File: config.mk
export PLATFORM = sky130hd
export DESIGN_NAME = simon_game_ctrl
export DESIGN_NICKNAME = d
export VERILOG_FILES = /design/src/rtl/simon_pkg.sv /design/src/rtl/btn_debounce.sv /design/src/rtl/simon_game_ctrl.sv
export SDC_FILE = /design/constraint.sdc
export NUM_CORES = 1
export LEC_CHECK = 0
export ABC_AREA = 1
export BUFFER_PORTS_ARGS = -buffer_cell sky130_fd_sc_hd__buf_2
export CORE_MARGIN = 2
export CORE_UTILIZATION = 49
export CTS_CLUSTER_DIAMETER = 120
export DETAILED_ROUTE_END_ITERATION = 7
export GPL_ROUTABILITY_DRIVEN = 0
export PLACE_DENSITY = 0.67
export REMOVE_ABC_BUFFERS = 1
export SETUP_SLACK_MARGIN = 0.4
export SLEW_MARGIN = 20
export SYNTH_ARGS = -nofsm -noshare
export SYNTH_HDL_FRONTEND = slang
export SYNTH_SLANG_ARGS = --single-unit
File: constraint.sdc
create_clock -name clk -period 1.5 [get_ports clk]
set_input_delay 0.3 -clock clk [delete_from_list [all_inputs] [get_ports clk]]
set_output_delay 0.3 -clock clk [all_outputs]
set_load 0.03 [all_outputs]
File: src/rtl/simon_pkg.sv
// Shared types and constants for the Simon game controller: phase encoding,
// colour indices and default timing parameters.
package simon_pkg;

  typedef enum logic [1:0] {
    ST_IDLE  = 2'd0,
    ST_START = 2'd1,
    ST_PLAY  = 2'd2,
    ST_OVER  = 2'd3
  } state_t;

  localparam int NUM_BTNS = 4;
  localparam int COLOR_W  = 2;
  localparam int SCORE_W  = 4;

  localparam logic [COLOR_W-1:0] CLR_0 = 2'd0;
  localparam logic [COLOR_W-1:0] CLR_1 = 2'd1;
  localparam logic [COLOR_W-1:0] CLR_2 = 2'd2;
  localparam logic [COLOR_W-1:0] CLR_3 = 2'd3;

  localparam logic [SCORE_W-1:0] SCORE_MAX = 4'd15;

  localparam int DEBOUNCE_TICKS_DEF = 3;
  localparam int OVER_HOLD_DEF      = 180;

  function automatic logic is_onehot(input logic [NUM_BTNS-1:0] v);
    return (v != '0) && ((v & (v - 4'd1)) == '0);
  endfunction

  // Only meaningful for one-hot inputs; anything else maps to colour 0.
  function automatic logic [COLOR_W-1:0] onehot_index(input logic [NUM_BTNS-1:0] v);
    logic [COLOR_W-1:0] idx;
    case (v)
      4'b0010: idx = CLR_1;
      4'b0100: idx = CLR_2;
      4'b1000: idx = CLR_3;
      default: idx = CLR_0;
    endcase
    return idx;
  endfunction

endpackage

File: src/rtl/btn_debounce.sv
// Two-flop synchronizer followed by a per-bit debouncer: the output level
// follows the synchronized input only after TICKS consecutive differing samples.
module btn_debounce #(
  parameter int WIDTH = 4,
  parameter int TICKS = 3
) (
  input  logic             clk,
  input  logic             reset,
  input  logic [WIDTH-1:0] raw,
  output logic [WIDTH-1:0] level
);

  localparam logic [3:0] LAST = 4'(TICKS - 1);

  logic [WIDTH-1:0] sync1;
  logic [WIDTH-1:0] sync2;
  logic [WIDTH-1:0] level_q;
  logic [3:0]       cnt [WIDTH];

  always_ff @(posedge clk) begin
    if (reset) begin
      sync1   <= '0;
      sync2   <= '0;
      level_q <= '0;
      for (int i = 0; i < WIDTH; i++) cnt[i] <= '0;
    end else begin
      sync1 <= raw;
      sync2 <= sync1;
      // Any sample agreeing with the accepted level restarts the run.
      for (int i = 0; i < WIDTH; i++) begin
        if (sync2[i] == level_q[i]) begin
          cnt[i] <= '0;
        end else if (cnt[i] == LAST) begin
          level_q[i] <= sync2[i];
          cnt[i]     <= '0;
        end else begin
          cnt[i] <= cnt[i] + 4'd1;
        end
      end
    end
  end

  assign level = level_q;

endmodule

File: src/rtl/simon_game_ctrl.sv
// Simon game phase controller: debounces player/start buttons, gates press
// events to the player's turn, tracks score and sequences IDLE/START/PLAY/OVER.
module simon_game_ctrl
  import simon_pkg::*;
#(
  parameter int DEBOUNCE_TICKS = DEBOUNCE_TICKS_DEF,
  parameter int OVER_HOLD      = OVER_HOLD_DEF
) (
  input  logic                clk,
  input  logic                reset,
  input  logic                start_btn,
  input  logic [NUM_BTNS-1:0] btn,
  input  logic                simon_turn,
  input  logic                simon_game_over,
  output logic                simon_reset,
  output logic [COLOR_W-1:0]  player_num,
  output logic                player_pressed,
  output logic [1:0]          state,
  output logic [SCORE_W-1:0]  score
);

  localparam int              HOLD_W    = $clog2(OVER_HOLD + 1);
  localparam logic [HOLD_W-1:0] HOLD_LAST = HOLD_W'(OVER_HOLD - 1);

  logic [NUM_BTNS-1:0] btn_lvl;
  logic [0:0]          start_lvl;

  btn_debounce #(.WIDTH(NUM_BTNS), .TICKS(DEBOUNCE_TICKS)) u_btn_db (
    .clk   (clk),
    .reset (reset),
    .raw   (btn),
    .level (btn_lvl)
  );

  btn_debounce #(.WIDTH(1), .TICKS(DEBOUNCE_TICKS)) u_start_db (
    .clk   (clk),
    .reset (reset),
    .raw   (start_btn),
    .level (start_lvl)
  );

  state_t              state_q, state_d;
  logic [NUM_BTNS-1:0] btn_prev;
  logic                start_prev;
  logic                turn_prev;
  logic [SCORE_W-1:0]  score_q;
  logic [COLOR_W-1:0]  num_q;
  logic [HOLD_W-1:0]   hold_cnt;
  logic                hold_done;

  logic start_edge;
  logic press_evt;
  logic accept;

  // A press only counts when leaving the all-released vector, so chords and
  // their partial releases never generate events.
  assign start_edge = start_lvl[0] & ~start_prev;
  assign press_evt  = (btn_prev == '0) && is_onehot(btn_lvl);
  assign accept     = press_evt && (state_q == ST_PLAY) && !simon_turn;

  always_comb begin
    state_d = state_q;
    case (state_q)
      ST_IDLE:  if (start_edge) state_d = ST_START;
      ST_START: state_d = ST_PLAY;
      ST_PLAY:  if (simon_game_over) state_d = ST_OVER;
      ST_OVER:  if (start_edge && hold_done) state_d = ST_START;
      default:  state_d = ST_IDLE;
    endcase
  end

  always_comb begin
    simon_reset    = 1'b0;
    player_pressed = accept;
    player_num     = num_q;
    if (state_q == ST_IDLE || state_q == ST_START) simon_reset = 1'b1;
    if (accept) player_num = onehot_index(btn_lvl);
  end

  assign state = state_q;
  assign score = score_q;

  always_ff @(posedge clk) begin
    if (reset) begin
      state_q    <= ST_IDLE;
      btn_prev   <= '0;
      start_prev <= 1'b0;
      turn_prev  <= 1'b0;
      score_q    <= '0;
      num_q      <= '0;
      hold_cnt   <= '0;
      hold_done  <= 1'b0;
    end else begin
      state_q    <= state_d;
      btn_prev   <= btn_lvl;
      start_prev <= start_lvl[0];
      turn_prev  <= simon_turn;
      if (accept) num_q <= onehot_index(btn_lvl);

      if (state_q == ST_START) begin
        score_q <= '0;
      end else if (state_q == ST_PLAY && simon_turn && !turn_prev && score_q != SCORE_MAX) begin
        score_q <= score_q + 4'd1;
      end

      // Hold timer restarts on every entry into OVER and latches when done.
      if (state_q != ST_OVER) begin
        hold_cnt  <= '0;
        hold_done <= 1'b0;
      end else if (!hold_done) begin
        if (hold_cnt == HOLD_LAST) hold_done <= 1'b1;
        else                       hold_cnt  <= hold_cnt + 1'b1;
      end
    end
  end

endmodule
==> metrics.md, run 1 <==
| Metric | Value |
|---|---|
| Status | finished, violations left |
| Violations in the final reports | negative setup slack |
| Root Driver | clkbuf_8 |
| Max-slew violations | 0 |
| Worst-case clock buffer depth | 2 |
| FMAX | 564 MHz |
| Clk pin slew, worst setup/hold paths | 70 ps |
| H-tree depth | 3 |
| #FFs+latches synth | 58 |
| DRC Markers | 0 |
| GRT overflow | 0 |
| Worst VDD drop | 0.826 mV |
| Nets | 424 |
| Final hold violation count | 0 |
| Cell count after placement | 436 |
| Largest net degree at the start of global routing | 12 |
| DIE AREA | 6130 sq um |
| # rows | 27 |
| CTS tree | yes |
| Antenna diodes | 0 |
| Die height | 78.3 um |
| Via/cell ratio | 4.68 |
| Final Instance Area | 3960 sq um |
| Leak | 1.64 nW |
| CP required | 1200 ps |
| Clock skew | 8.87 ps |
| Cells after synthesis | 323 |
| Non-filler cells, final | 475 |
| Buffers on Ports | 18 |
| TritonCTS buffer count | 9 |
| CP Max Fanout | 3 |
| Endpoint, Worst Hold | u_start_db.sync1 |
| First-pass GRT wire length | 8530 um |
| Max Cap Violations | 0 |
| Core area | 5410 sq um |
| Multi-input logic area | 1640 sq um |
| Commonest non-fill, non-tap cell in the layout | nor2_1 |
| Final ANT Viol Nets | 0 |
| Hpwl dp | 3260 um |
| Initial DRC Count | 79 |
| Total Power | 4.71 mW |
| Hold Path Stages | 3 |
| Worst path arrival time | 1470 ps |
| Worst hold path type | input port to flip-flop |
| Die X | 78.3 um |
| Final period util | 118% |
| Clock Latency Late Sink | 330 ps |
| Setup ws final | -273 ps |
| Hold Path Origin | start_btn |
| Most frequent cells in the layout | nor2_1, nand2_1, inv_1, dfxtp_1, buf_4 |
| Number of fill cells | 389 |
| Final min period | 1770 ps |
| Area grow syn2layout | 46.6% |
| Placed Area | 2990 sq um |
| RSZ-0062 raised after global routing | yes |
| Starting Density | 50.0% |
| RR Endpoint | score[3] |
| CTS Sinks | 58 |
| PwrDens | 1190 nW/um^2 |
| IO Count | 19 |
| Vias in the first global route | 2038 |
| Vias | 2225 |
| R2R Setup Slk | 50 ps |
| Setup_tns | -974 ps |
| Critical R2R Launch | state[0] |
| Ys Warns | 0 |
| Antenna violations before repair | 0 |
| R2R cell count | 8 |
| Global-route usage over all layers | 17.8% |
| Pre-antenna DRT Iters | 5 |
| Fraction of layout cells with a size suffix above 1 | 42.7% |
| FF+latch area | 1390 sq um |
| Mapped Area | 2700 sq um |
| Hold buffer count at cts | 0 |
| Element type at the critical path end | output port |
| Synth cell types | 28 |
| Sequential fraction of the synthesis area | 50.3% |
| Startpoint Class | flip-flop |
| Setup CP Type | flip-flop to output port |
| Final setup fails | 4 |
| Synthesized area per cell | 8.37 sq um |
| Routed wire length | 5680 um |
| Detail-routed net length per standard cell | 12.0 um |
==> sequential cells by signal, indices dropped and copies added (netlist names), 2 cells and up <==
register / flops
u_start_db.cnt: 4
hold_cnt: 8
u_btn_db.level: 4
u_btn_db.cnt: 16
u_btn_db.sync1: 4
state: 2
u_btn_db.sync2: 4
score: 4
num_q: 2
btn_prev: 4
==> synth_stat cells <==
master / instances / share of area (%)
o22ai_1: 1 / 0.23
or2_2: 1 / 0.23
nor2_1: 72 / 10
nor3b_2: 1 / 0.46
nand3_2: 1 / 0.37
nand4_1: 3 / 0.69
dfxtp_1: 38 / 28
o21ai_0: 6 / 1.1
ha_1: 17 / 7.9
a21oi_2: 1 / 0.32
a21boi_1: 1 / 0.28
nor2_2: 2 / 0.46
o21ai_1: 7 / 1.3
o211ai_1: 1 / 0.28
nand2_1: 48 / 6.7
xor2_1: 9 / 2.9
xnor2_1: 6 / 1.9
nand3_1: 15 / 2.8
buf_6: 1 / 0.42
and2_1: 1 / 0.23
nand2_2: 3 / 0.69
a21oi_1: 16 / 3.0
edfxtp_1: 20 / 22
nor3_1: 2 / 0.37
conb_1: 1 / 0.14
inv_1: 38 / 5.3
buf_2: 3 / 0.56
inv_2: 8 / 1.1
==> routing by layer <==
layer	GRT usage (%)	share of wire [%]	vias up
li1	-	-	1147
met5	0	0	-
met2	29.8	53	37
met3	3.79	2.7	16
met4	8.42	3.0	0
met1	21.8	41	1025
==> through the flow <==
step	setup slack, ps	hold slack (ps)	utilization (%)
2_1_floorplan	-208	371	-
3_3_place_gp	-1.34	391	55.3
3_5_place_dp	-28.7	393	55.3
4_1_cts	-232	160	67.4
5_1_grt	-378	163	73.3
6_report	-273	163	73.3
==> worst max-delay path by stage <==
stage | start | endpoint | cells after the start
global route | state[0] | player_num[0] | 9
global placement | state[0] | player_num[0] | 9
detailed placement | state[0] | player_num[0] | 9
finish | state[0] | player_num[0] | 9
floorplan | state[1] | player_num[0] | 7
CTS | state[0] | player_num[0] | 9
==> worst max-delay path: stages, from the launching register on <==
cell and delay, ps:
dfxtp_2 330, inv_2 70, ha_4 140, nand2_4 50
nor2_4 140, nand3_4 90, nand2_1 70, nand2_1 60
inv_1 70, buf_6 120
==> logic make-up (layout without fill, tap and decap cells) <==
group	after synthesis	after routing	synth area share, %
xor gates and xnor gates	15	15	4.86
other	1	20	0.139
DFF	58	58	50.3
AOI/OAI and AO/OA	33	33	6.48
adders and majority gates	17	17	7.87
and+or+nand+nor	149	149	23.0
buffers and inverters	50	111	7.36
==> final cells by class <==
| cell class | count | area share, % |
|---|---|---|
| Timing Repair Buffer | 49 | 10.7 |
| Multi-Input combinational cell | 234 | 41.3 |
| Inverter | 46 | 4.86 |
| Tap cell | 72 | 2.27 |
| Clock buffer | 11 | 3.82 |
| Clock inverter | 5 | 1.93 |
| Sequential cell | 58 | 35.2 |
==> where the power goes <==
group	internal, mW	leakage, nW	total (mW)	switching (mW)
Clock	1.02	0.113	1.63	0.614
Combinational	0.591	1.01	1.28	0.690
Sequential	1.72	0.524	1.80	0.0758
Total	3.33	1.64	4.71	1.38
==> repair_timing <==
| item | in CTS | in global routing |
|---|---|---|
| setup buffers | 15 | 8 |
| endpoints found under the setup margin | 48 | 52 |
| pin swaps | 30 | 24 |
| gates resized for setup | 101 | 70 |
(Power assumes the default switching activity.)
==> run 2: changes to the inputs <==
--- a/config.mk
+++ b/config.mk
@@ -18,4 +18,5 @@
 export SLEW_MARGIN = 20
 export SYNTH_ARGS = -nofsm -noshare
 export SYNTH_HDL_FRONTEND = slang
+export SYNTH_HIERARCHICAL = 1
 export SYNTH_SLANG_ARGS = --single-unit
==> run 2 against run 1 <==
The run still ends with negative setup slack left. Sequential share of layout area down 1.9 points. Clock-buffer cell count unchanged. Non-clock buffer count grew 17.
==> metrics.md, run 2 <==
| Metric | Value |
|---|---|
| Fraction of registers with async set or reset after synthesis | 0% (unchanged) |
| Die X | 80.9 um (was 78.3 um) |
| Dominant cell type by area after synthesis | dfxtp_1 (unchanged) |
| Hold Path Stages | 3 (unchanged) |
| Slowest stage delay, CP | 330 ps (about the same) |
| Met1 Use GR | 22.2% (was 21.8%) |
| CP Max Fanout | 3 (unchanged) |
| Root Driver | clkbuf_8 (unchanged) |
| Hpwl dp | 3620 um (was 3260 um) |
| Die height | 80.9 um (was 78.3 um) |
| Vias | 2521 (was 2225) |
| Violations in the final reports | negative setup slack (unchanged) |
| Post-synth EDFFs | 20 (unchanged) |
| Worst path arrival time | 1620 ps (was 1470 ps) |
| Clock Latency Late Sink | 340 ps (was 330 ps) |
| Global-route usage over all layers | 19.9% (was 17.8%) |
| RSZ-0062 raised after global routing | yes (unchanged) |
| Multi-input logic area | 1730 sq um (was 1640 sq um) |
| Final Instance Area | 4170 sq um (was 3960 sq um) |
| Share of Yosys cell area claimed by the top area cell type | 26.2% (was 28.1%) |
| Sequential fraction of the synthesis area | 46.9% (was 50.3%) |
| Sequential Power Share | 38.7% (was 38.2%) |
| Switch share | 31.9% (was 29.3%) |
| Switch Pwr | 1.48 mW (was 1.38 mW) |
| CTS Sinks | 58 (unchanged) |
| Buffers on Ports | 18 (unchanged) |
| Top_reg_cell synth | dfxtp_1 (unchanged) |
| GRT overflow | 0 (unchanged) |
| Status | finished, violations left (unchanged) |
| Mapped Area | 2900 sq um (was 2700 sq um) |
| Setup ws final | -420 ps (was -273 ps) |
| Critical R2R Launch | state[0] (unchanged) |
| Cell count after placement | 477 (was 436) |
| Max-slew violations | 0 (unchanged) |
| Final period util | 128% (was 118%) |
| CP max stage cell | dfxtp_2 (unchanged) |
| RR Endpoint | score[1] (was score[3]) |
| Comb pwr share | 34.5% (was 27.2%) |
| Endpoint, Worst Hold | u_btn_db/sync1[2] (was u_start_db.sync1) |
| #FFs+latches synth | 58 (unchanged) |
| Met2 Usage GRT | 34.4% (was 29.8%) |
| FF+latch area | 1390 sq um (about the same) |
| Antenna diodes | 0 (unchanged) |
| H-tree depth | 3 (unchanged) |
| Leak | 1.78 nW (was 1.64 nW) |
| Area grow syn2layout | 43.8% (was 46.6%) |
| Final min period | 1920 ps (was 1770 ps) |
| Power Internal | 3.15 mW (was 3.33 mW) |
| Antenna violations before repair | 0 (unchanged) |
| Worst hold path type | input port to flip-flop (unchanged) |
| Largest regs | u_btn_db/cnt: 16 flops, hold_cnt: 8 flops (was u_btn_db.cnt: 16 flops, hold_cnt: 8 flops) |
| Clock skew | 7.79 ps (was 8.87 ps) |
| Detail-routed net length per standard cell | 12.7 um (was 12.0 um) |
| First-pass GRT wire length | 9910 um (was 8530 um) |
| Initial DRC Count | 99 (was 79) |
| Pre-antenna DRT Iters | 6 (was 5) |
| Cell Chain, Critical Path | inv_2, ha_4, inv_4, nor2_4, nand2_2, nor2_4, nand2_2, nand2_2, nand2_2, inv_2, buf_6 (was inv_2, ha_4, nand2_4, nor2_4, nand3_4, nand2_1, nand2_1, inv_1, buf_6) |
| Vias in the first global route | 2383 (was 2038) |
| Most frequent cells in the layout | nand2_1, nor2_1, inv_1, buf_4, dfxtp_1 (was nor2_1, nand2_1, inv_1, dfxtp_1, buf_4) |
| Final setup fails | 11 (was 4) |
| PwrDens | 1110 nW/um^2 (was 1190 nW/um^2) |
| R2R Setup Slk | -410 ps (was 50 ps) |
| Clk pin slew, worst setup/hold paths | 70 ps (about the same) |
| R2R cell count | 13 (was 8) |
| Final ANT Viol Nets | 0 (unchanged) |
| Starting Density | 49.9% (was 50.0%) |
| Number of fill cells | 441 (was 389) |
| Worst-case clock buffer depth | 2 (unchanged) |
| Cells after synthesis | 360 (was 323) |
| Commonest non-fill, non-tap cell in the layout | nand2_1 (was nor2_1) |
| Final hold violation count | 0 (unchanged) |
| Via/cell ratio | 4.74 (was 4.68) |
| CTS tree | yes (unchanged) |
| Max Cap Violations | 0 (unchanged) |
| Hold Path Origin | btn[2] (was start_btn) |
| WHS | 160 ps (was 163 ps) |
| Element type at the critical path end | output port (unchanged) |
| Placed Area | 3190 sq um (was 2990 sq um) |
| IO Count | 19 (unchanged) |
| Post-synth top cells | nor2_1, nand2_1, inv_1 (was nor2_1, nand2_1, dfxtp_1, inv_1, edfxtp_1) |
| Ys Warns | 6 (was 0) |
| Max reg flops | 16 (unchanged) |
| # rows | 28 (was 27) |
| Nets | 478 (was 424) |
| Worst VDD drop | 1.37 mV (was 0.826 mV) |
| Synthesized area per cell | 8.06 sq um (was 8.37 sq um) |
| DRC Markers | 0 (unchanged) |
| Startpoint Class | flip-flop (unchanged) |
| CP required | 1200 ps (about the same) |
| Setup CP Type | flip-flop to output port (unchanged) |
| Biggest register | u_btn_db/cnt (was u_btn_db.cnt) |
| FMAX | 521 MHz (was 564 MHz) |
| Fraction of layout cells with a size suffix above 1 | 42.2% (was 42.7%) |
| TritonCTS buffer count | 9 (unchanged) |
| GRT Max-Usage Layer | met2 (unchanged) |
| Largest net degree at the start of global routing | 11 (was 12) |
| Met3 global-route usage | 6.11% (was 3.79%) |
| DIE AREA | 6550 sq um (was 6130 sq um) |
| Core area | 5820 sq um (was 5410 sq um) |
| Synth top area cells | dfxtp_1, edfxtp_1, nor2_1 (unchanged) |
| Most frequent CP cell | nand2_2 (was nand2_1) |
| Routed wire length | 6770 um (was 5680 um) |
| Synth cell types | 28 (unchanged) |
| Count leader, synth | nor2_1 (unchanged) |
| Clock share of power | 26.8% (was 34.6%) |
| Non-filler cells, final | 532 (was 475) |
==> run 2: cell types whose count changed in the layout (fill, tap and decap cells not counted), sizes merged, moves of 2 or more <==
| cell | delta |
|---|---|
| nand3 | +6 |
| clkinv | +3 |
| nand4 | +5 |
| inv | +9 |
| nand2 | +25 |
| bufinv | -2 |
| nor2 | +12 |
| buf | +17 |
| a21oi | -5 |
| nand3b | +2 |
| xor2 | -5 |
| o21ai | -9 |
==> run 2: cell families after synthesis <==
| group | share of synthesized area [%] |
|---|---|
| other cells | 0.259 |
| compound gates | 2.98 |
| simple gates | 31.4 |
| flops | 46.9 |
| fa+ha+maj | 7.33 |
| buf+inv | 8.11 |
| xor+xnor | 3.02 |
==> run 2: power by group through the flow <==
| stage | registers [mW] | clock network (mW) | logic, mW |
|---|---|---|---|
| finish | 1.79 | 1.24 | 1.60 |
| global placement | 1.81 | 0 | 0.711 |
| global route | 1.81 | 1.32 | 1.70 |
| floorplan | 1.88 | 0 | 0.418 |
| detailed placement | 1.82 | 0 | 0.733 |
| CTS | 1.79 | 1.26 | 1.05 |
==> run 2: how the worst max path moves through the flow <==
| stage | from | endpoint |
|---|---|---|
| 5_1_grt | state[0] | player_num[0] |
| 3_5_place_dp | state[0] | player_num[0] |
| 3_3_place_gp | state[0] | player_num[0] |
| 2_1_floorplan | state[1] | player_num[0] |
| 6_report | state[0] | player_num[0] |
| 4_1_cts | state[0] | player_num[0] |
==> run 2: final cells by class <==
type / instances / area share (%)
multi-input combinational: 262 / 41.4
sequential: 58 / 33.3
timing repair buffer: 66 / 13.9
inverter: 55 / 5.25
clock buffer: 11 / 3.39
tap: 75 / 2.25
clock inverter: 5 / 0.510
==> run 2: timing repair <==
action / in CTS / in global routing
resized for setup: 88 / 67
setup endpoints to repair: 47 / 52
pin swaps: 26 / 29
hold buffers: 0 / 0
buffers inserted: 26 / 13
==> run 2: metrics by stage <==
stage,power [mW],TNS (ps),worst slack (ps),utilization (%)
after CTS,4.10,-1840,-383,65.9
final,4.63,-3300,-420,71.7
after global routing,4.82,-4010,-510,71.7
after floorplan,2.30,-743,-269,-
after detailed placement,2.55,-329,-164,54.9
after global placement,2.52,-168,-108,54.9
==> run 2: per-layer routing <==
| metal | vias up | wire (um) | part of all wire [%] |
|---|---|---|---|
| li1 | 1288 | - | - |
| met1 | 1176 | 2870 | 42 |
| met2 | 45 | 3570 | 53 |
| met3 | 12 | 206 | 3.0 |
| met4 | 0 | 128 | 1.9 |
| met5 | - | 0 | 0 |
==> run 2: critical path: cells and delay by family (launching register included) <==
kind | cells | cell delay, ps
AND/OR/NAND/NOR | 6 | 500
flip-flops | 1 | 330
buffers and inverters | 4 | 290
adder cells (fa/ha/maj) | 1 | 160
==> run 3: changes to the inputs <==
--- a/config.mk
+++ b/config.mk
@@ -6,13 +6,12 @@
 export NUM_CORES = 1
 export LEC_CHECK = 0
 export ABC_AREA = 1
-export BUFFER_PORTS_ARGS = -buffer_cell sky130_fd_sc_hd__buf_2
 export CORE_MARGIN = 2
-export CORE_UTILIZATION = 49
+export CORE_UTILIZATION = 40
 export CTS_CLUSTER_DIAMETER = 120
 export DETAILED_ROUTE_END_ITERATION = 7
+export DONT_BUFFER_PORTS = 1
 export GPL_ROUTABILITY_DRIVEN = 0
-export PLACE_DENSITY = 0.67
 export REMOVE_ABC_BUFFERS = 1
 export SETUP_SLACK_MARGIN = 0.4
 export SLEW_MARGIN = 20
==> run 3 against run 2 <==
The flow still finishes with violations (negative setup slack). Flip-flop and latch count is the same. Sequential power is essentially flat. Via count shrank 5.4%. Utilization shrank 15 points. Register-to-register slack gained 70 ps. Largest cell class unchanged.
==> metrics.md, run 3 (same netlist as run 2, synthesis figures left out) <==
| Metric | Value |
|---|---|
| Crit. Startpoint | state[0] (unchanged) |
| Final ANT Viol Nets | 0 (unchanged) |
| Final hold violation count | 0 (unchanged) |
| Largest regs | u_btn_db/cnt: 16 flops, hold_cnt: 8 flops (unchanged) |
| Leak | 1.70 nW (was 1.78 nW) |
| Critical R2R Launch | state[0] (unchanged) |
| Antenna diodes | 0 (unchanged) |
| Setup ws final | -338 ps (was -420 ps) |
| Root Driver | clkbuf_8 (unchanged) |
| Crit path depth | 14 (was 11) |
| CTS Sinks | 58 (unchanged) |
| RSZ-0062 raised after global routing | yes (unchanged) |
| Die X | 89.2 um (was 80.9 um) |
| Status | finished, violations left (unchanged) |
| Fraction of layout cells with a size suffix above 1 | 40.7% (was 42.2%) |
| Starting Density | 40.6% (was 49.9%) |
| DRC Markers | 0 (unchanged) |
| Clock Latency Late Sink | 330 ps (was 340 ps) |
| Biggest register | u_btn_db/cnt (unchanged) |
| CTS tree | yes (unchanged) |
| RR Endpoint | score[0] (was score[1]) |
| # rows | 31 (was 28) |
| Setup_tns | -2360 ps (was -3300 ps) |
| CP Max Fanout | 5 (was 3) |
| Cell Chain, Critical Path | inv_2, ha_4, buf_4, buf_6, buf_6, buf_6, buf_6, buf_6, buf_4, nand4_1, inv_2, nand2_2, nand2_1, nor2_1 (was inv_2, ha_4, inv_4, nor2_4, nand2_2, nor2_4, nand2_2, nand2_2, nand2_2, inv_2, buf_6) |
| Worst VDD drop | 1.11 mV (was 1.37 mV) |
| CP endpoint | score[0] (was player_num[0]) |
| Hpwl dp | 3610 um (was 3620 um) |
| R2R Setup Slk | -340 ps (was -410 ps) |
| DIE AREA | 7950 sq um (was 6550 sq um) |
| TritonCTS buffer count | 9 (unchanged) |
| Antenna violations before repair | 0 (unchanged) |
| Commonest non-fill, non-tap cell in the layout | nand2_1 (unchanged) |
| Global-route usage over all layers | 15.9% (was 19.9%) |
| Max Cap Violations | 0 (unchanged) |
| Core area | 7140 sq um (was 5820 sq um) |
| Final setup fails | 8 (was 11) |
| IO Count | 19 (unchanged) |
| CP Buf/Inv Count | 9 (was 4) |
| CP required | 1770 ps (was 1200 ps) |
| Clk pin slew, worst setup/hold paths | 70 ps (about the same) |
| First-pass GRT wire length | 9650 um (was 9910 um) |
| Final period util | 123% (was 128%) |
| Total Power | 4.54 mW (was 4.63 mW) |
| Vias in the first global route | 2261 (was 2383) |
| Setup CP Type | flip-flop to flip-flop (was flip-flop to output port) |
| Via/cell ratio | 4.47 (was 4.74) |
| PwrDens | 1120 nW/um^2 (was 1110 nW/um^2) |
| Final min period | 1840 ps (was 1920 ps) |
| Vias | 2386 (was 2521) |
| Detail-routed net length per standard cell | 11.1 um (was 12.7 um) |
| Worst path arrival time | 2110 ps (was 1620 ps) |
| CP top delay family | buffers and inverters (was simple AND/OR/NAND/NOR gates) |
| Worst hold path type | input port to flip-flop (unchanged) |
| Worst-case clock buffer depth | 2 (unchanged) |
| Most frequent CP cell | buf_6 (was nand2_2) |
| Slowest stage delay, CP | 330 ps (about the same) |
| Violations in the final reports | negative setup slack (unchanged) |
| Startpoint Class | flip-flop (unchanged) |
| Largest net degree at the start of global routing | 26 (was 11) |
| Die height | 89.2 um (was 80.9 um) |
| Element type at the critical path end | flip-flop (was output port) |
| Max-slew violations | 0 (unchanged) |
| R2R cell count | 14 (was 13) |
| FMAX | 544 MHz (was 521 MHz) |
| Buffers on Ports | 0 (was 18) |
| Pre-antenna DRT Iters | 4 (was 6) |
| Clock skew | 5.18 ps (was 7.79 ps) |
| H-tree depth | 3 (unchanged) |
| Dpl ws | -137 ps (was -164 ps) |
| Max reg flops | 16 (unchanged) |
| Area grow syn2layout | 40.0% (was 43.8%) |
| Initial DRC Count | 76 (was 99) |
| Most frequent cells in the layout | nand2_1, nor2_1, inv_1, nor2_2 (was nand2_1, nor2_1, inv_1, buf_4, dfxtp_1) |
| Nets | 456 (was 478) |
| GRT overflow | 0 (unchanged) |
| Routed wire length | 5910 um (was 6770 um) |
| CP max stage cell | dfxtp_2 (unchanged) |
==> run 3: through the flow <==
| step | util, % | hold WS (ps) | instance area [sq um] | std cells |
|---|---|---|---|---|
| final | 56.9 | 40.3 | 4060 | 534 |
| after floorplan | - | 369 | 2940 | 375 |
| after CTS | 53.6 | 14.1 | 3830 | 527 |
| after detailed placement | 44.1 | 376 | 3150 | 485 |
| after global placement | 44.1 | 377 | 3150 | 485 |
| after global routing | 56.9 | 11.7 | 4060 | 534 |
==> run 3: layout make-up <==
cell class / instances / area [sq um]
Tap cell: 99 / 124
Sequential cell: 58 / 1390
Clock inverter: 3 / 17.5
Inverter: 55 / 226
Multi-Input combinational cell: 262 / 1700
Clock buffer: 13 / 191
Fill cell: 666 / 3080
Timing Repair Buffer: 44 / 418
==> run 3: worst min path at each step <==
stage,start,to,slack [ps],depth (start not counted)
2_1_floorplan,reset,num_q[1],370,1
3_3_place_gp,reset,u_start_db/sync1,380,1
3_5_place_dp,reset,num_q[1],380,1
4_1_cts,reset,num_q[0],10,1
5_1_grt,reset,btn_prev[1],10,1
6_report,reset,u_btn_db/sync2[0],40,1
==> run 3: timing repair <==
action / CTS / global route
endpoints found under the setup margin: 47 / 52
gates resized for setup: 84 / 52
gates cloned: 0 / 0
pin swaps: 29 / 16
setup buffers: 26 / 6
hold buffers: 0 / 1
hold endpoints to repair: 0 / 1
==> run 3: layer usage <==
| layer | GRT usage, % | vias to the layer above | share of wire (%) |
|---|---|---|---|
| li1 | - | 1246 | - |
| met5 | 0 | - | 0 |
| met2 | 26.5 | 23 | 52 |
| met3 | 6.09 | 6 | 3.2 |
| met4 | 6.51 | 0 | 1.4 |
| met1 | 18.4 | 1111 | 43 |
==> run 3: worst reg2reg max path, stage by stage, from the launching register on <==
cell	delay [ps]
dfxtp_2	330
inv_2	50
ha_4	160
buf_4	130
buf_6	100
buf_6	100
buf_6	100
buf_6	100
buf_6	100
buf_4	120
nand4_1	180
inv_2	110
nand2_2	70
nand2_1	40
nor2_1	90
==> run 3: power by group <==
part           switching [mW]  leakage (nW)  internal (mW)
logic                   0.641          1.07          0.619
registers              0.0789         0.523           1.72
clock network           0.634         0.106          0.841
